`src/rtl/fetch_align_ctrl.sv`:
```
// Fetch-alignment controller: owns the fetch line, region valid mask and byte
// shift pointer feeding the rotator, requests line refills and issues instructions.
module fetch_align_ctrl (
   input  logic         clk,
   input  logic         rst_n,
   input  logic         i_redir_valid,
   input  logic [31:0]  i_redir_pc,
   output logic         o_req_valid,
   input  logic         i_req_ready,
   output logic [31:0]  o_req_addr,
   output logic         o_req_epoch,
   input  logic         i_fill_valid,
   input  logic         i_fill_epoch,
   input  logic [1:0]   i_fill_idx,
   input  logic [127:0] i_fill_data,
   output logic [511:0] o_rot_data_in,
   output logic [5:0]   o_rot_shift,
   output logic [3:0]   o_rot_ibuff_valid,
   input  logic [31:0]  i_rot_data_out,
   input  logic         i_rot_valid_out,
   output logic         o_instr_valid,
   input  logic         i_instr_ready,
   output logic [31:0]  o_instr,
   output logic [31:0]  o_instr_pc,
   output logic         o_misalign
);

   typedef enum logic [1:0] {
      S_IDLE = 2'd0,
      S_REQ  = 2'd1,
      S_RUN  = 2'd2
   } state_t;

   state_t        r_state;
   state_t        w_state_nxt;
   logic [25:0]   r_line_addr;
   logic [5:0]    r_shift;
   logic [3:0]    r_rvalid;
   logic          r_epoch;
   logic [511:0]  r_line;
   logic          r_misalign;

   logic          w_redir_misal;
   logic          w_line_end;
   logic          w_handshake;
   logic          w_fill_accept;
   logic          w_req_valid;
   logic          w_instr_valid;

   assign w_redir_misal = (i_redir_pc[1:0] != 2'b00);
   assign w_line_end    = (r_shift == 6'd60);
   assign w_handshake   = w_instr_valid & i_instr_ready;
   // Fills only land while running on the current epoch; a redirect in the same cycle wins.
   assign w_fill_accept = i_fill_valid & ~i_redir_valid & (r_state == S_RUN) &
                          (i_fill_epoch == r_epoch);

   // FSM state register.
   always_ff @(posedge clk or negedge rst_n) begin
      if (!rst_n) begin
         r_state <= S_IDLE;
      end else begin
         r_state <= w_state_nxt;
      end
   end

   // FSM next-state logic; a redirect overrides every state.
   always_comb begin
      w_state_nxt = r_state;
      if (i_redir_valid) begin
         if (w_redir_misal) begin
            w_state_nxt = S_IDLE;
         end else begin
            w_state_nxt = S_REQ;
         end
      end else begin
         case (r_state)
            S_IDLE: w_state_nxt = S_IDLE;
            S_REQ: begin
               if (i_req_ready) begin
                  w_state_nxt = S_RUN;
               end else begin
                  w_state_nxt = S_REQ;
               end
            end
            S_RUN: begin
               if (w_handshake && w_line_end) begin
                  w_state_nxt = S_REQ;
               end else begin
                  w_state_nxt = S_RUN;
               end
            end
            default: w_state_nxt = S_IDLE;
         endcase
      end
   end

   // FSM outputs; instruction valid is masked by a redirect so no handshake can race it.
   always_comb begin
      w_req_valid   = 1'b0;
      w_instr_valid = 1'b0;
      case (r_state)
         S_REQ: begin
            w_req_valid   = 1'b1;
            w_instr_valid = 1'b0;
         end
         S_RUN: begin
            w_req_valid   = 1'b0;
            w_instr_valid = i_rot_valid_out & ~i_redir_valid;
         end
         default: begin
            w_req_valid   = 1'b0;
            w_instr_valid = 1'b0;
         end
      endcase
   end

   // Line address, shift pointer, region valid mask, epoch and misalign flag.
   always_ff @(posedge clk or negedge rst_n) begin
      if (!rst_n) begin
         r_line_addr <= 26'd0;
         r_shift     <= 6'd0;
         r_rvalid    <= 4'b0000;
         r_epoch     <= 1'b0;
         r_misalign  <= 1'b0;
      end else if (i_redir_valid) begin
         r_line_addr <= i_redir_pc[31:6];
         r_shift     <= i_redir_pc[5:0];
         r_rvalid    <= 4'b0000;
         r_epoch     <= ~r_epoch;
         r_misalign  <= w_redir_misal;
      end else begin
         if (w_handshake && w_line_end) begin
            r_shift     <= 6'd0;
            r_line_addr <= r_line_addr + 26'd1;
         end else if (w_handshake) begin
            r_shift     <= r_shift + 6'd4;
         end else begin
            r_shift     <= r_shift;
         end
         // Moving to a new line invalidates everything, including a fill for the old line.
         if (w_handshake && w_line_end) begin
            r_rvalid <= 4'b0000;
         end else if (w_fill_accept) begin
            r_rvalid[i_fill_idx] <= 1'b1;
         end else begin
            r_rvalid <= r_rvalid;
         end
      end
   end

   // Fetch line storage; region 0 holds the lowest-addressed bytes in the top bits.
   always_ff @(posedge clk or negedge rst_n) begin
      if (!rst_n) begin
         r_line <= 512'd0;
      end else if (w_fill_accept) begin
         case (i_fill_idx)
            2'd0:    r_line[511:384] <= i_fill_data;
            2'd1:    r_line[383:256] <= i_fill_data;
            2'd2:    r_line[255:128] <= i_fill_data;
            2'd3:    r_line[127:0]   <= i_fill_data;
            default: r_line          <= r_line;
         endcase
      end else begin
         r_line <= r_line;
      end
   end

   assign o_req_valid       = w_req_valid;
   assign o_req_addr        = {r_line_addr, 6'd0};
   assign o_req_epoch       = r_epoch;
   assign o_rot_data_in     = r_line;
   assign o_rot_shift       = r_shift;
   assign o_rot_ibuff_valid = r_rvalid;
   assign o_instr_valid     = w_instr_valid;
   assign o_instr           = i_rot_data_out;
   assign o_instr_pc        = {r_line_addr, r_shift};
   assign o_misalign        = r_misalign;

endmodule

```
`config.mk`:
```
export PLATFORM = sky130hd
export DESIGN_NAME = fetch_align_ctrl
export DESIGN_NICKNAME = d
export VERILOG_FILES = /design/src/rtl/fetch_align_ctrl.sv
export SDC_FILE = /design/constraint.sdc
export NUM_CORES = 1
export LEC_CHECK = 0
export BUFFER_PORTS_ARGS = -buffer_cell sky130_fd_sc_hd__buf_2
export CORE_AREA = 2 2 319 321
export DETAILED_ROUTE_END_ITERATION = 16
export DIE_AREA = 0 0 321 323
export GPL_ROUTABILITY_DRIVEN = 0
export PLACE_DENSITY = 0.52
export SETUP_SLACK_MARGIN = 0.02
export SLEW_MARGIN = 10
export SYNTH_ARGS = -nofsm -noshare
export SYNTH_HDL_FRONTEND = slang
export SYNTH_SLANG_ARGS = --single-unit
```
`constraint.sdc`:
```
create_clock -name clk -period 5.6 [get_ports clk]
set_input_delay 1.12 -clock clk [delete_from_list [all_inputs] [get_ports clk]]
set_output_delay 1.12 -clock clk [all_outputs]
set_load 0.05 [all_outputs]
```
==> impl_metrics.csv <==
group,metric,value,unit
outcome,status,"finished clean",
floorplanning,design.die.area,103700,µm²
sta,timing_hold_violations_final,0,
global_route,grt_max_degree,112,
clock_tree,cts.sinks,552,
cells_and_area,fillCellCount,10410,
clock_tree,cts_buffer_depth,3,
cells_and_area,areaGrowthSynthToFinish,31.58,%
sta,setup_ws,2.036,ns
global_route,grt.total_usage,11.65,%
worst_hold_path,min_path_type,"flop to flop",
sta,clock-skew-final,0.01596,ns
yosys,yosysTopAreaCell,"dfrtp_1",
power_and_ir_drop,ir_worst_vdd,0.0002214,V
sta,hold-worst-slack,0.4773,ns
floorplanning,die_h,323,µm
setup_path,worst_path_max_delay_cell,"buf_2",
yosys,synth_compound_area_share,2.005,%
yosys,ys.flop_type,"dfrtp_1",
floorplanning,die_w,321,µm
routing,wl_per_cell,18.09,µm
floorplanning,start_util,21.81,%
yosys,synth_top_cell_area_share,62.88,%
floorplanning,core,100700,µm²
cells_and_area,stdcell_count,3477,
sta,drv_slew,0,
clock_tree,cts_buffers,67,
yosys,synth_fa_ha_area_share,0.2278,%
setup_path,worstPathCellList,"buf_2, inv_1, and3_1, buf_2",
floorplanning,rows,117,
global_route,grt_pass1_vias,14650,
sta,worst_slew_pin_slew,0.9053,ns
routing,routed_wirelength,62.88,mm
power_and_ir_drop,power_density,315.9,nW/µm²
clock_tree,clk_latency,0.62,ns
power_and_ir_drop,p_leak,16.17,nW
clock_tree,clk_pin_slew,0.06,ns
routing,via_count,14240,
sta,post-route-min-period,3.564,ns
placed_design,placed_area,26660,µm²
yosys,synth_area,21970,µm²
setup_path,end_kind,"output pin",
sta,setup_tns,0,ns
yosys,synth_common_cells,"dfrtp_1, mux2_2, mux2_1",
yosys,synth_top_family_by_area,"multiplexers",
placed_design,portBuffers,753,
yosys,synth-edff-count,0,
run,maxCapViolCount,0,
yosys,ys_seq_area_share,62.88,%
yosys,synth-seq-cells,552,
cells_and_area,final_cell_area,28910,µm²
yosys,ys.warnings.count,0,
clock_tree,ctsResizeCount,0,
sta,rsz0062_at_grt,"no",
yosys,muxShareOfSynthArea,26.58,%
yosys,synth_cell_types,53,
setup_path,r2r_slack,2.77,ns
routing,vias_per_cell,4.095,
yosys,synthXorXnorAreaFrac,0.1993,%
placed_design,hpwl,44.52,mm
yosys,synthArstFlopShare,100.0,%
setup_path,crit_path_max_incr_delay,0.42,ns
yosys,yosys-top-cells-area,"dfrtp_1, mux2_2, mux2_1",
routing,post-route-drc-count,0,
setup_path,cp_max_fo,30,
setup_path,start_kind,"primary input",
global_route,grt-ovfl-total,0,
placed_design,dp_cells,3355,
global_route,antenna_found_initial,3,
yosys,synth.avg_cell_area,15.64,µm²
clock_tree,cts_tree,"done",
sta,setup_viol,0,
yosys,synth.most_common_cell,"dfrtp_1",
setup_path,crit_type,"primary input to output pin",
cells_and_area,finalNetCount,2321,
sta,fmax,280.6,MHz
cells_and_area,drive_gt1_share,60.25,%
yosys,synth-simple-area-share,3.024,%
yosys,syn_inst,1405,
routing,ant_nets,0,
clock_tree,post_cts_buffers,0,
global_route,grt_pass1_wl,93.61,mm
sta,slew_headroom,39.47,%
placed_design,dpl_worst_slack,1.781,ns
sta,period_share,63.64,%
setup_path,cp.arrival,2.44,ns
setup_path,path_common_cell,"buf_2",
clock_tree,h-tree-depth,3,
setup_path,cp.required,4.48,ns
routing,drtPass1Iterations,4,
routing,drtIter0Drc,544,
floorplanning,ios,824,
clock_tree,postCtsHoldBufs,0,
clock_tree,root_buffer,"clkbuf_16",
cells by family (layout without fill, tap and decap cells):
kind of cell	count (synthesis)	in the layout
compound gates	61	61
xor+xnor	5	5
fa+ha+maj	4	4
buf+inv	149	905
flops	552	552
mux	519	519
other cells	1	8
simple gates	114	114
per-stage QoR:
stage / power, mW / util [%]
after floorplan: 4.607 / -
after global placement: 4.836 / 26.47
after detailed placement: 4.837 / 26.47
after CTS: 9.306 / 28.70
after global routing: 9.516 / 28.70
final: 9.132 / 28.70
final timing paths:
path,start,endpoint,cells after the start
worst min-delay path,o_rot_data_in[284],o_rot_data_in[284],1
max in group asynchronous,rst_n,o_rot_data_in[60],2
min in group asynchronous,rst_n,o_rot_shift[1],1
worst max register to register,r_state[0],o_rot_data_in[29],8
worst max-delay path,i_redir_valid,o_instr_valid,4
worst min register to register,o_rot_data_in[284],o_rot_data_in[284],1
registers in the layout, indices dropped and copies added (netlist names):
signal and cells:
o_rot_shift 6, o_req_epoch 1, o_rot_data_in 512, r_line_addr 26, r_state 2, o_misalign 1
o_rot_ibuff_valid 4
critical path: cells and delay by family:
family	cells	cell delay (ns)
AND/OR/NAND/NOR	1	0.27
buffers and inverters	3	1.04
layout by cell type (no fill, tap or decap), types with 9 or more instances in the layout:
master / count
dfrtp_1: 552
clkbuf_8: 14
buf_12: 11
mux2_1: 101
nand3_1: 19
clkbuf_1: 12
clkinv_2: 11
o21ai_0: 10
inv_1: 9
nor2_1: 9
nand4_1: 14
nand2_1: 22
buf_2: 752
buf_4: 12
clkbuf_16: 67
mux2_2: 414
report_power, final:
group	internal [mW]	total (mW)	switching (mW)	leakage (nW)
clock network	2.60	4.38	1.78	1.10
registers	4.04	4.10	0.0623	7.64
logic	0.151	0.650	0.498	7.44
layout make-up:
| class | count | area (µm²) | area share [%] |
|---|---|---|---|
| Clock buffer | 93 | 1914 | 6.623 |
| Antenna cell | 2 | 5.005 | 0.01731 |
| Clock inverter | 27 | 327.8 | 1.134 |
| Sequential cell | 552 | 13810 | 47.79 |
| Tap cell | 1309 | 1638 | 5.666 |
| Inverter | 9 | 33.78 | 0.1169 |
| Multi-Input combinational cell | 709 | 7086 | 24.51 |
| Timing Repair Buffer | 776 | 4089 | 14.15 |
metal layers:
| layer | wire length (µm) | track usage [%] | vias up |
|---|---|---|---|
| li1 | - | - | 6392 |
| met5 | 16 | 0 | - |
| met2 | 30310 | 19.31 | 558 |
| met1 | 25920 | 14.02 | 7191 |
| met3 | 5247 | 4.045 | 94 |
| met4 | 1383 | 4.102 | 2 |
Power figures use the tool's default switching activity.
